$ cat src/rtl/rf_writeback_queue.sv
// rf_writeback_queue: merges load/ALU register writes into one in-order RF write port with read forwarding
module rf_writeback_queue #(
    parameter int N     = 5,
    parameter int M     = 32,
    parameter int DEPTH = 4
) (
    input  logic                     clk,
    input  logic                     rst_n,
    input  logic                     ld_valid,
    input  logic [N-1:0]             ld_addr,
    input  logic [M-1:0]             ld_data,
    output logic                     ld_ready,
    input  logic                     alu_valid,
    input  logic [N-1:0]             alu_addr,
    input  logic [M-1:0]             alu_data,
    output logic                     alu_ready,
    output logic                     rf_we,
    output logic [N-1:0]             rf_a3,
    output logic [M-1:0]             rf_wd,
    input  logic [N-1:0]             q_a1,
    input  logic [N-1:0]             q_a2,
    output logic                     fwd1_hit,
    output logic                     fwd2_hit,
    output logic [M-1:0]             fwd1_data,
    output logic [M-1:0]             fwd2_data,
    output logic [$clog2(DEPTH):0]   count
);
    localparam int AW = $clog2(DEPTH);
    localparam int CW = AW + 1;

    logic [N-1:0]  addr_q [DEPTH];
    logic [M-1:0]  data_q [DEPTH];
    logic [AW-1:0] head_q, head_d, tail_q, tail_d;
    logic [CW-1:0] count_q, count_d, free;
    logic          ld_push, alu_push, pop;

    always_comb begin
        free      = CW'(DEPTH) - count_q;
        ld_ready  = free >= CW'(1);
        alu_ready = free >= CW'(2) || (free == CW'(1) && !ld_valid);
        ld_push   = ld_valid && ld_ready && ld_addr != '0;
        alu_push  = alu_valid && alu_ready && alu_addr != '0;
        pop       = count_q != '0;
        head_d    = head_q + AW'(pop);
        tail_d    = tail_q + AW'(ld_push) + AW'(alu_push);
        count_d   = count_q + CW'(ld_push) + CW'(alu_push) - CW'(pop);
    end

    always_ff @(posedge clk) begin
        if (!rst_n) begin
            head_q  <= '0;
            tail_q  <= '0;
            count_q <= '0;
        end else begin
            head_q  <= head_d;
            tail_q  <= tail_d;
            count_q <= count_d;
        end
    end

    // load is older than a same-cycle ALU result, so it takes the lower slot
    always_ff @(posedge clk) begin
        if (ld_push) begin
            addr_q[tail_q] <= ld_addr;
            data_q[tail_q] <= ld_data;
        end
        if (alu_push) begin
            addr_q[tail_q + AW'(ld_push)] <= alu_addr;
            data_q[tail_q + AW'(ld_push)] <= alu_data;
        end
    end

    assign rf_we = pop;
    assign rf_a3 = pop ? addr_q[head_q] : '0;
    assign rf_wd = pop ? data_q[head_q] : '0;
    assign count = count_q;

    // walk oldest to youngest so the last match wins
    always_comb begin
        fwd1_hit  = 1'b0;
        fwd2_hit  = 1'b0;
        fwd1_data = '0;
        fwd2_data = '0;
        for (int i = 0; i < DEPTH; i++) begin
            if (CW'(i) < count_q && q_a1 != '0 && addr_q[head_q + AW'(i)] == q_a1) begin
                fwd1_hit  = 1'b1;
                fwd1_data = data_q[head_q + AW'(i)];
            end
            if (CW'(i) < count_q && q_a2 != '0 && addr_q[head_q + AW'(i)] == q_a2) begin
                fwd2_hit  = 1'b1;
                fwd2_data = data_q[head_q + AW'(i)];
            end
        end
    end
endmodule

$ cat config.mk
export PLATFORM = sky130hd
export DESIGN_NAME = rf_writeback_queue
export DESIGN_NICKNAME = d
export VERILOG_FILES = /design/src/rtl/rf_writeback_queue.sv
export SDC_FILE = /design/constraint.sdc
export NUM_CORES = 1
export LEC_CHECK = 0
export BUFFER_PORTS_ARGS = -buffer_cell sky130_fd_sc_hd__buf_2
export CELL_PAD_IN_SITES_DETAIL_PLACEMENT = 0
export CELL_PAD_IN_SITES_GLOBAL_PLACEMENT = 1
export CORE_ASPECT_RATIO = 1.25
export CORE_MARGIN = 2
export CORE_UTILIZATION = 46
export CTS_BUF_LIST = sky130_fd_sc_hd__clkbuf_16
export CTS_CLUSTER_SIZE = 8
export DETAILED_ROUTE_END_ITERATION = 10
export PLACE_DENSITY_LB_ADDON = 0.1
export RECOVER_POWER = 25
export SLEW_MARGIN = 20
export SYNTH_ARGS = -nofsm -noshare
export SYNTH_HDL_FRONTEND = slang
export SYNTH_SLANG_ARGS = --single-unit
export TNS_END_PERCENT = 20
$ cat constraint.sdc
create_clock -name clk -period 4.6 [get_ports clk]
set_input_delay 0.46 -clock clk [delete_from_list [all_inputs] [get_ports clk]]
set_output_delay 0.46 -clock clk [all_outputs]
set_load 0.02 [all_outputs]
Word level (Yosys, flattened, before mapping)
Memories as Yosys holds them, arrays and structs flattened. A register that Yosys moved wholly into a read port is not among the register bits.
Index checks and enable logic that the tools add are counted.
{"block": "totals", "register_bits": 7, "ramBits": 148, "output_inout_bits": 109, "wordCells": 82, "n_memories": 2}
{"block": "classes", "addsub": 10, "magnitude_cmp": 6, "eq_ne": 9, "mux": 24, "reduce_logical": 28}
{"memory": "data_q", "depth": 4, "word_bits": 32, "rd": 4, "rd_clocked_by_memory_dff": 1, "wr": 2, "line_no": "32", "text": "logic [M-1:0] data_q [DEPTH];"}
{"memory": "addr_q", "depth": 4, "word_bits": 5, "rd": 4, "rd_clocked_by_memory_dff": 1, "wr": 2, "line_no": "31", "text": "logic [N-1:0] addr_q [DEPTH];"}
{"cell": "$mux W32", "count": 9}
{"cell": "$eq A5 B5 Y1", "count": 8}
{"cell": "$logic_and A1 B1 Y1", "count": 21}
{"cell": "$reduce_bool A5 Y1", "count": 4}
{"cell": "$mux W1", "count": 12}
{"cell": "$add A2 B1 Y2", "count": 3}
{"cell": "$add A3 B1 Y3", "count": 2}
{"cell": "$lt A1 B3 Y1 const A", "count": 2}
{"cell": "$lt A2 B3 Y1 const A", "count": 2}
{"cell": "$mux W5", "count": 1}
{"cell": "$add A2 B2 Y2 const B", "count": 2}
{"cell": "$mux W2", "count": 2}
{"cell": "$eq A3 B1 Y1 const B", "count": 1}
{"cell": "$ge A3 B1 Y1 const B", "count": 1}
{"cell": "$ge A3 B2 Y1 const B", "count": 1}
{"cell": "$reduce_bool A3 Y1", "count": 1}
{"cell": "$sub A3 B1 Y3", "count": 1}
{"cell": "$sub A3 B3 Y3 const A", "count": 1}
{"cell": "$add A2 B1 Y2 const B", "count": 1}
{"cell": "$logic_not A1 Y1", "count": 1}
{"cell": "$logic_or A1 B1 Y1", "count": 1}

Depth between registers and ports, before layout
Gate-level depths: netlist (run 1).
{"block": "depth", "word_depth": 8, "depth_mapped": 13}

Least setup slack after synthesis (run 1)
Ideal clock, no wire load.
{"block": "synth_timing", "path_type": "flip-flop to flip-flop", "start": "register count_q[0] (netlist: count[0])", "end": "memory addr_q[2][0], enable pin", "arrival_ps": 4151, "t_required_ps": 4161, "slack_ps": 10, "path_stages_with_launch": 14, "n_path_buf": 2, "path_cell_list": "dfxtp_1 -> inv_1 -> ha_1 -> ha_1 -> nand2b_1 -> or3_1 -> o211ai_1 -> inv_1 -> ha_1 -> xnor2_1 -> nor3_1 -> clkbuf_1 -> clkbuf_1 -> o21bai_1"}
{"item": "start: declaration", "line_no": "34", "text": "logic [CW-1:0] count_q, count_d, free;"}
{"item": "start signal: assignment", "line_no": "57", "text": "count_q <= count_d;"}
{"item": "end: declaration", "line_no": "31"}

Final worst setup path (run 1)
{"block": "layout_timing", "start": "register head_q[0]", "end": "output port fwd1_data[15]"}
{"block": "layout_between", "elab_chain_cells": 7}
{"item": "start: declaration", "line_no": "33", "text": "logic [AW-1:0] head_q, head_d, tail_q, tail_d;"}
{"item": "start signal: assignment", "line_no": "51", "text": "head_q <= '0;"}
{"item": "start signal: assignment", "line_no": "55", "text": "head_q <= head_d;"}
{"item": "$add A2 B1 Y2", "line_no": "85, 87"}
{"item": "$mem_v2 Z4 W5"}
{"item": "$eq A5 B5 Y1", "line_no": "85", "text": "if (CW'(i) < count_q && q_a1 != '0 && addr_q[head_q + AW'(i)] == q_a1) begin"}
{"item": "$logic_and A1 B1 Y1", "line_no": "85"}
{"item": "$mux W32 (2 in series)", "line_no": "85"}
{"item": "$mux W32 (*)", "line_no": "85"}
{"item": "end: declaration", "line_no": "24", "text": "output logic [M-1:0] fwd1_data,"}
Mark *: on every way between the ends. The rest lies on a longest branch, timed or not.

==> impl_metrics.toml, run 1 <==
[grt]
grt_max_degree = 83
grt_pass1_wl_microns = 73060
antenna_found_initial = 0
gr-total-overflow = 0
grt_usage_pct = 29.95
grt_pass1_vias = 12560

[timing]
fin_crit_sh_pct = 94.69
hold_viol_final = 0
maxSlewViolCount = 0
rsz0062_at_grt = "no"
tightest_slew_ps = 1007
finalSetupTns_ps = 0
period_minus_slack_ps = 4356
clock_skew_ps = 11.44
setup_viol = 0
timing.fmax_mhz = 229.6
slew_headroom_pct = 32.82
fin_hold_ws_ps = 339.4

[cts]
numCtsBuffers = 17
clk_latency_ps = 440
clkTransAtPathRegs_ps = 60
cts_buffer_depth = 2
cts_max_level = 4
clock-sinks = 155
ctsHoldBuffers = 0
cts_tree = "yes"
clockRootBuffer = "clkbuf_16"

[die]
initial_utilization_pct = 46.80
io_pins = 197
core_area_sq_um = 30120
fp.dieW_microns = 160.6
die_h_microns = 199.7
std_cell_rows = 71
die_area_sq_um = 32070

[hold_path]
hold_class = "in2reg"

[synth]
syn_nets = 1578
synth_cell_type_count = 61
synthFlopType = "edfxtp_1"
postSynthCellCount = 1478
ys_warn_count = 0
syn_area_sq_um = 14090
synth_edf_count = 148
ys_ff_latch = 155
async_flop_share_pct = 0
avgSynthCellArea_sq_um = 9.536
synth-seq-area-share_pct = 32.53

[setup_path]
path_max_fanout = 30
endpoint = "fwd1_data[15]"
r2r_slack_ps = 450
reg2regPathDepth = 13
crit_family = "multiplexers"
crit_start = "head_q[0]"
slowest_delay_ps = 730
worst-path-buf-inv = 2
r2r_end = "data_q[0][19]"
end_kind = "output pin"
cp_data_required_time_ps = 4140
r2r_start = "count[1]"
cp_num_cells = 9
worstPathCellList = "mux4_2 > a211oi_2 > o21ai_1 > or4_2 > buf_4 > mux2i_1 > o2111ai_1 > a22oi_1 > buf_2"
arrival_ps = 3900
critPathKind = "reg2out"
start_kind = "flop"
slowest_stage = "or4_2"

[drt]
wl_microns = 48620
antenna_left = 0
drt_iter0_drc = 923
drc_errors = 0
viasPerCell = 6.330
vias = 12790
firstDrtPassIters = 5
wire_per_inst_microns = 24.06

[layout]
area_delta_synth_final_pct = 14.59
fin_nets = 1707
finish.instance_area_sq_um = 16150
n_antenna_cell = 0
drive_gt1_share_pct = 28.89

[power_and_ir_drop]
switching_power_mw = 5.610
power.share.clock_pct = 13.4
swShare_pct = 48.84
power_per_cell_area_nw_per_um2 = 711.2
ir_worst_vdd_mv = 0.3289
combPwrFrac_pct = 63.0
p_leak_nw = 6.253
p_int_mw = 5.876
pwr-share-seq_pct = 23.6

[place]
gp_congestion = 0.8810
postPlaceCellArea_sq_um = 15580
numPortBuffers = 196
dp_hpwl_microns = 31260

[status]
outcome = "finished, final reports clean"

[run]
maxCapViolCount = 0
cells in the mapped netlist, types with 17 or more instances:
library cell / number / share of area (%)
mux2_2: 189 / 15
mux2i_1: 175 / 12
nand2_1: 154 / 4.1
edfxtp_1: 148 / 32
clkbuf_1: 90 / 2.4
o21ai_0: 90 / 3.2
nor2_1: 87 / 2.3
a21oi_1: 84 / 3.0
a22oi_1: 56 / 3.0
and2_1: 42 / 1.9
and3_1: 39 / 1.7
buf_2: 30 / 1.1
o2111ai_1: 28 / 1.7
xnor2_1: 26 / 1.6
nand4_1: 25 / 1.1
xor2_1: 17 / 1.1
power by group through the flow:
stage	Combinational [mW]	Clock, mW	Sequential (mW)
6_report	7.23	1.54	2.71
4_1_cts	7.26	1.55	2.70
3_5_place_dp	7.23	0	2.73
5_1_grt	7.80	1.60	2.78
3_3_place_gp	7.19	0	2.71
2_1_floorplan	5.10	0	2.56
metal layers:
| layer | wire length (microns) | global-route usage [%] | vias to the layer above |
|---|---|---|---|
| met3 | 3285 | 3.840 | 110 |
| li1 | - | - | 5868 |
| met5 | 0 | 0 | - |
| met1 | 20130 | 38.64 | 6261 |
| met4 | 1731 | 12.01 | 0 |
| met2 | 23480 | 51.20 | 553 |
how the worst min path moves through the flow:
stage,start,to,slack [ps],cells past startpoint
6_report,rst_n,head_q[1],340,2
4_1_cts,rst_n,head_q[1],320,2
3_5_place_dp,head_q[1],head_q[1],770,2
5_1_grt,rst_n,count[0],330,2
2_1_floorplan,head_q[0],head_q[0],580,2
3_3_place_gp,head_q[1],head_q[1],760,2
cell families after synthesis:
| logic type | share of synthesized area [%] |
|---|---|
| simple gates | 13.48 |
| mux | 29.76 |
| compound gates | 15.96 |
| flops | 32.53 |
| buf+inv | 4.421 |
| xor+xnor | 2.672 |
| fa+ha+maj | 1.172 |
flip-flops by register name, summed over array words and instances, names as in the netlist:
register  flops
head_q        2
count         3
tail_q        2
addr_q       20
data_q      128
layout by cell type, fill, tap and decap left out, drive strengths merged, types with 13 or more instances in the layout:
cell / synthesis / routed
nor2: 87 / 87
o211a: 14 / 14
nand4: 25 / 25
a22oi: 56 / 56
nor3: 17 / 17
a21oi: 85 / 85
clkbuf: 90 / 50
and3: 39 / 39
mux4: 14 / 14
and2: 43 / 43
edfxtp: 148 / 148
buf: 49 / 216
xor2: 17 / 17
xnor2: 26 / 26
mux2i: 175 / 175
o21ai: 92 / 92
mux2: 189 / 189
o2111ai: 28 / 28
inv: 12 / 13
nand3: 16 / 16
nand2: 154 / 154
per-stage QoR:
step	cells	power, mW	setup WS [ps]	utilization, %
final	2021	11.49	244.5	53.63
after global routing	2021	12.18	42.63	53.63
after CTS	2021	11.51	195.4	53.80
after detailed placement	1989	9.963	676.1	51.73
after global placement	1989	9.903	721.0	51.73
after floorplan	1478	7.657	10.42	-
area by class of cell:
| class | count | area (sq um) |
|---|---|---|
| clock buffer | 17 | 425.4 |
| clock inverter | 15 | 198.9 |
| fill | 2792 | 13960 |
| inverter | 12 | 45.04 |
| multi-input combinational | 1172 | 8951 |
| sequential | 155 | 4592 |
| tap | 401 | 501.7 |
| timing repair buffer | 249 | 1436 |
timing repair:
item                                    in CTS  in global routing
setup buffers                                0                  0
endpoints found under the setup margin       0                  2
resized for setup                            0                  2
worst register-to-register path, stage by stage (launching register included):
cell and delay (ps):
dfxtp_1 430, inv_1 130, ha_1 200, ha_1 270, nand2b_1 60, or3_1 340
o211ai_1 240, inv_1 150, ha_1 240, xor2_1 190, nor3_1 270, clkbuf_1 350
or2_0 570, buf_12 350
(Power assumes the default switching activity.)
==> run 2: changes to the inputs <==
CORE_ASPECT_RATIO = 0.6   (was 1.25)
==> run 2 against run 1 <==
  * Clock power decreased by 12%
  * Largest power group unchanged
  * Routed wire length increased by 5.8%
  * Sequential power up 2%
  * Sequential share of layout area grew 0.20 points
  * Maximum frequency is 1.9% lower
  * Critical path depth unchanged
  * Critical endpoint is now fwd1_data[24]
  * Core utilization is 0.25 points lower
  * First-iteration DRC count up 60%
  * Highest routed layer unchanged
  * Global-route usage increased by 1.6 points
  * Register-to-register slack got worse by 160 ps
  * Combinational power is 1% higher
  * Power down 0.52%
==> impl_metrics.toml, run 2 (synthesis gave the netlist of run 1 again) <==
[cts]
ctsHoldBuffers = 0
cts.repair.resized = 0
clk_latency_ps = 450
cts_max_level = 4
numCtsBuffers = 17
clkTransAtPathRegs_ps = 60
post_cts_buffers = 0
cts_buffer_depth = 2
clock-sinks = 155
clockRootBuffer = "clkbuf_16"
cts_tree = "yes"

[grt]
antenna_found_initial = 0
grt_pass1_vias = 12270
grt_usage_pct = 31.50
gr-total-overflow = 0
grt_max_degree = 105
grt_pass1_wl_microns = 76990

[layout]
fin_cells = 2024
n_antenna_cell = 0
top_register = "data_q"
drive_gt1_share_pct = 28.09
layout_commonest_cell = "mux2_2"
largest_register_ffs = 128
regArea_sq_um = 4592
area_delta_synth_final_pct = 13.77
final_cell_mix = "mux2_2, mux2i_1, buf_2"
final_util_pct = 53.38
multi_input_area_sq_um = 8921
fill_cells = 2811
fin_nets = 1703

[status]
outcome = "finished, final reports clean"

[hold_path]
holdPathStages = 2
hold_class = "in2reg"

[timing]
fin_crit_sh_pct = 96.52
finalSetupTns_ps = 0
setup_viol = 0
maxSlewViolCount = 0
hold_viol_final = 0
clock_skew_ps = 7.942
fin_hold_ws_ps = 326.8
slew_headroom_pct = 6.286
rsz0062_at_grt = "no"
tightest_slew_ps = 1403
timing.fmax_mhz = 225.2
period_minus_slack_ps = 4440

[die]
die_h_microns = 139.6
std_cell_rows = 49
initial_utilization_pct = 46.92
die_area_sq_um = 32100
fp.dieW_microns = 230.0
core_area_sq_um = 30040
io_pins = 197

[drt]
vias = 12880
drt_iter0_drc = 1479
drc_errors = 0
firstDrtPassIters = 5
wl_microns = 51440
wire_per_inst_microns = 25.41
antenna_left = 0
viasPerCell = 6.364

[power_and_ir_drop]
power_per_cell_area_nw_per_um2 = 712.6
finalPower_mw = 11.43
ir_worst_vdd_mv = 0.5000
p_leak_nw = 6.174

[setup_path]
path_max_fanout = 20
critPathKind = "reg2out"
end_kind = "output pin"
cp_data_required_time_ps = 4140
reg2regPathDepth = 12
r2r_slack_ps = 290
arrival_ps = 3980
start_kind = "flop"

[place]
dp_hpwl_microns = 34000
numPortBuffers = 196
placedCellCount = 1992
gp_congestion = 0.9041

[run]
maxCapViolCount = 0
==> run 2: cell types whose count changed in the layout (fill, tap and decap cells not counted), sizes merged <==
cell,delta
buf,-10
bufinv,-3
clkbuf,+6
clkinv,+2
clkinvlp,+1
==> run 2: stage by stage <==
stage	area [sq um]	setup slack [ps]
6_report	16040	160.1
5_1_grt	16040	47.13
4_1_cts	16140	188.3
3_5_place_dp	15610	655.6
3_3_place_gp	15550	709.4
2_1_floorplan	14090	10.42
==> run 2: worst max-delay path, cell delays in order, from the launching register on <==
cell and delay (ps):
dfxtp_4 550, mux4_2 600, a211oi_2 160, o21ai_1 160
or4_2 760, a21oi_4 160, buf_4 320, o2111ai_1 200
a22oi_1 360, buf_2 240
==> run 2: final timing paths <==
check | end | start
setup / recovery | fwd1_data[24] | head_q[0]
hold reg to reg | count[0] | count[0]
hold / removal | count[1] | rst_n
setup reg to reg | data_q[1][18] | count[0]
==> run 2: routing by layer <==
| layer | part of all wire [%] | track usage [%] |
|---|---|---|
| met1 | 48 | 48.22 |
| met4 | 1.2 | 7.267 |
| met2 | 43 | 45.89 |
| met5 | 0 | 0 |
| met3 | 8.4 | 5.430 |
==> run 2: layout make-up <==
class,instances,share of cell area [%]
clock inverters,15,0.6944
multi-input cells,1172,55.63
inverters,12,0.2809
well taps,408,3.184
repair buffers,245,8.919
flip-flops and latches,155,28.64
clock buffers,17,2.653
==> run 2: power by group <==
part           switching (mW)  leakage [nW]  internal [mW]  total [mW]
Sequential              0.487          1.43           2.27        2.76
Combinational            4.64          4.49           2.68        7.32
Clock                   0.621         0.256          0.731        1.35
==> run 3: changes to the inputs <==
CTS_BUF_LIST = unset   (was sky130_fd_sc_hd__clkbuf_16)
==> run 3 against run 2 <==
  * Routed wire length down 0.17%
  * Flip-flop and latch count unchanged
  * Die area unchanged
  * Sequential power about the same
  * Largest power group unchanged
  * Maximum frequency up 0.54%
  * Register-to-register slack about the same
==> impl_metrics.toml, run 3 (synthesis gave the netlist of run 1 again) <==
[status]
outcome = "finished, final reports clean"

[cts]
cts_max_level = 4
ctsHoldBuffers = 0
cts.repair.resized = 0
clock-sinks = 155
clockRootBuffer = "clkbuf_16"
clkTransAtPathRegs_ps = 60
cts_buffer_depth = 2
numCtsBuffers = 17
cts_tree = "yes"
clk_latency_ps = 450
post_cts_buffers = 0

[drt]
drc_errors = 0
wl_microns = 51350
wl_met3_microns = 4488
wl_met2_microns = 22000
wire_per_inst_microns = 25.37
firstDrtPassIters = 5
drt-met1-wl_microns = 24180
vias = 12930
antenna_left = 0
drt_iter0_drc = 1514
viasPerCell = 6.389
highest_layer = "met4"

[setup_path]
critPathKind = "reg2out"
start_kind = "flop"
path_max_fanout = 20
cp_data_required_time_ps = 4140
end_kind = "output pin"
crit_start = "head_q[0]"
arrival_ps = 3960
r2r_start = "count[0]"

[hold_path]
holdCritStartpoint = "rst_n"
hold_class = "in2reg"

[timing]
finalSetupTns_ps = 0
period_minus_slack_ps = 4416
fin_ws_ps = 183.8
timing.fmax_mhz = 226.4
setup_viol = 0
tightest_slew_ps = 1360
clock_skew_ps = 8.915
rsz0062_at_grt = "no"
slew_headroom_pct = 9.114
fin_crit_sh_pct = 96.00
maxSlewViolCount = 0
fin_hold_ws_ps = 319.7
hold_viol_final = 0

[place]
numPortBuffers = 196
dp_hpwl_microns = 34000
gp_congestion = 0.9041
postPlaceCellArea_sq_um = 15610
placedCellCount = 1992
place_ws_ps = 655.6

[die]
std_cell_rows = 49
io_pins = 197
die_area_sq_um = 32100
die_h_microns = 139.6
core_area_sq_um = 30040
fp.dieW_microns = 230.0
initial_utilization_pct = 46.92

[grt]
grt_pass1_vias = 12260
grt_max_degree = 105
grt_pass1_wl_microns = 77000
grt_usage_pct = 31.51
antenna_found_initial = 0
gr-total-overflow = 0

[layout]
fill_cells = 2796
final_cell_mix = "mux2_2, mux2i_1, buf_2"
drive_gt1_share_pct = 28.34
finish.instance_area_sq_um = 16080
fin_cells = 2024
top_register = "data_q"
fin_nets = 1703
largest_register_ffs = 128
n_antenna_cell = 0
area_delta_synth_final_pct = 14.05
layout_commonest_cell = "mux2_2"
final_util_pct = 53.51

[power_and_ir_drop]
switching_power_mw = 5.746
combPwrFrac_pct = 63.6
p_leak_nw = 6.192
swShare_pct = 49.98
power.share.clock_pct = 12.4
pwr-share-seq_pct = 24.0
power_per_cell_area_nw_per_um2 = 715.2
p_int_mw = 5.751
finalPower_mw = 11.50
ir_worst_vdd_mv = 0.4972

[run]
maxCapViolCount = 0
-- run 3: cell count changes in the layout (fill, tap and decap cells not counted), sizes merged --
cell    before  now
clkbuf      56   61
clkinv       9    5
inv         13   12
-- run 3: layout make-up --
type	count	area [sq um]	share of cell area (%)
Timing Repair Buffer	245	1430	8.896
Inverter	12	45.04	0.2802
Clock inverter	10	92.59	0.5760
Sequential cell	155	4592	28.56
Tap cell	408	510.5	3.176
Multi-Input combinational cell	1172	8921	55.50
Clock buffer	22	484.2	3.012
-- run 3: worst max-delay path, stage by stage, from the launching register on --
cell	delay, ps
dfxtp_4	550
mux4_2	600
a211oi_2	160
o21ai_1	160
or4_2	760
a21oi_4	170
buf_4	320
o2111ai_1	160
a22oi_1	370
buf_2	240
-- run 3: worst paths after layout --
kind	end	slack [ps]	cells after the start
worst min register to register	count[0]	810	3
worst max register to register	data_q[1][18]	280	12
worst max-delay path	fwd1_data[6]	180	9
worst min-delay path	tail_q[1]	320	2
-- run 3: power groups by stage --
stage / Clock [mW] / Sequential [mW] / Combinational, mW
2_1_floorplan: 0 / 2.56 / 5.10
3_3_place_gp: 0 / 2.75 / 7.21
3_5_place_dp: 0 / 2.76 / 7.30
4_1_cts: 1.44 / 2.74 / 7.34
5_1_grt: 1.49 / 2.82 / 7.83
6_report: 1.43 / 2.75 / 7.31
-- run 3: routing by layer --
layer	vias to the layer above	track usage, %
met4	0	7.504
met5	-	0
met2	698	45.78
met3	50	5.943
li1	5857	-
met1	6327	47.92
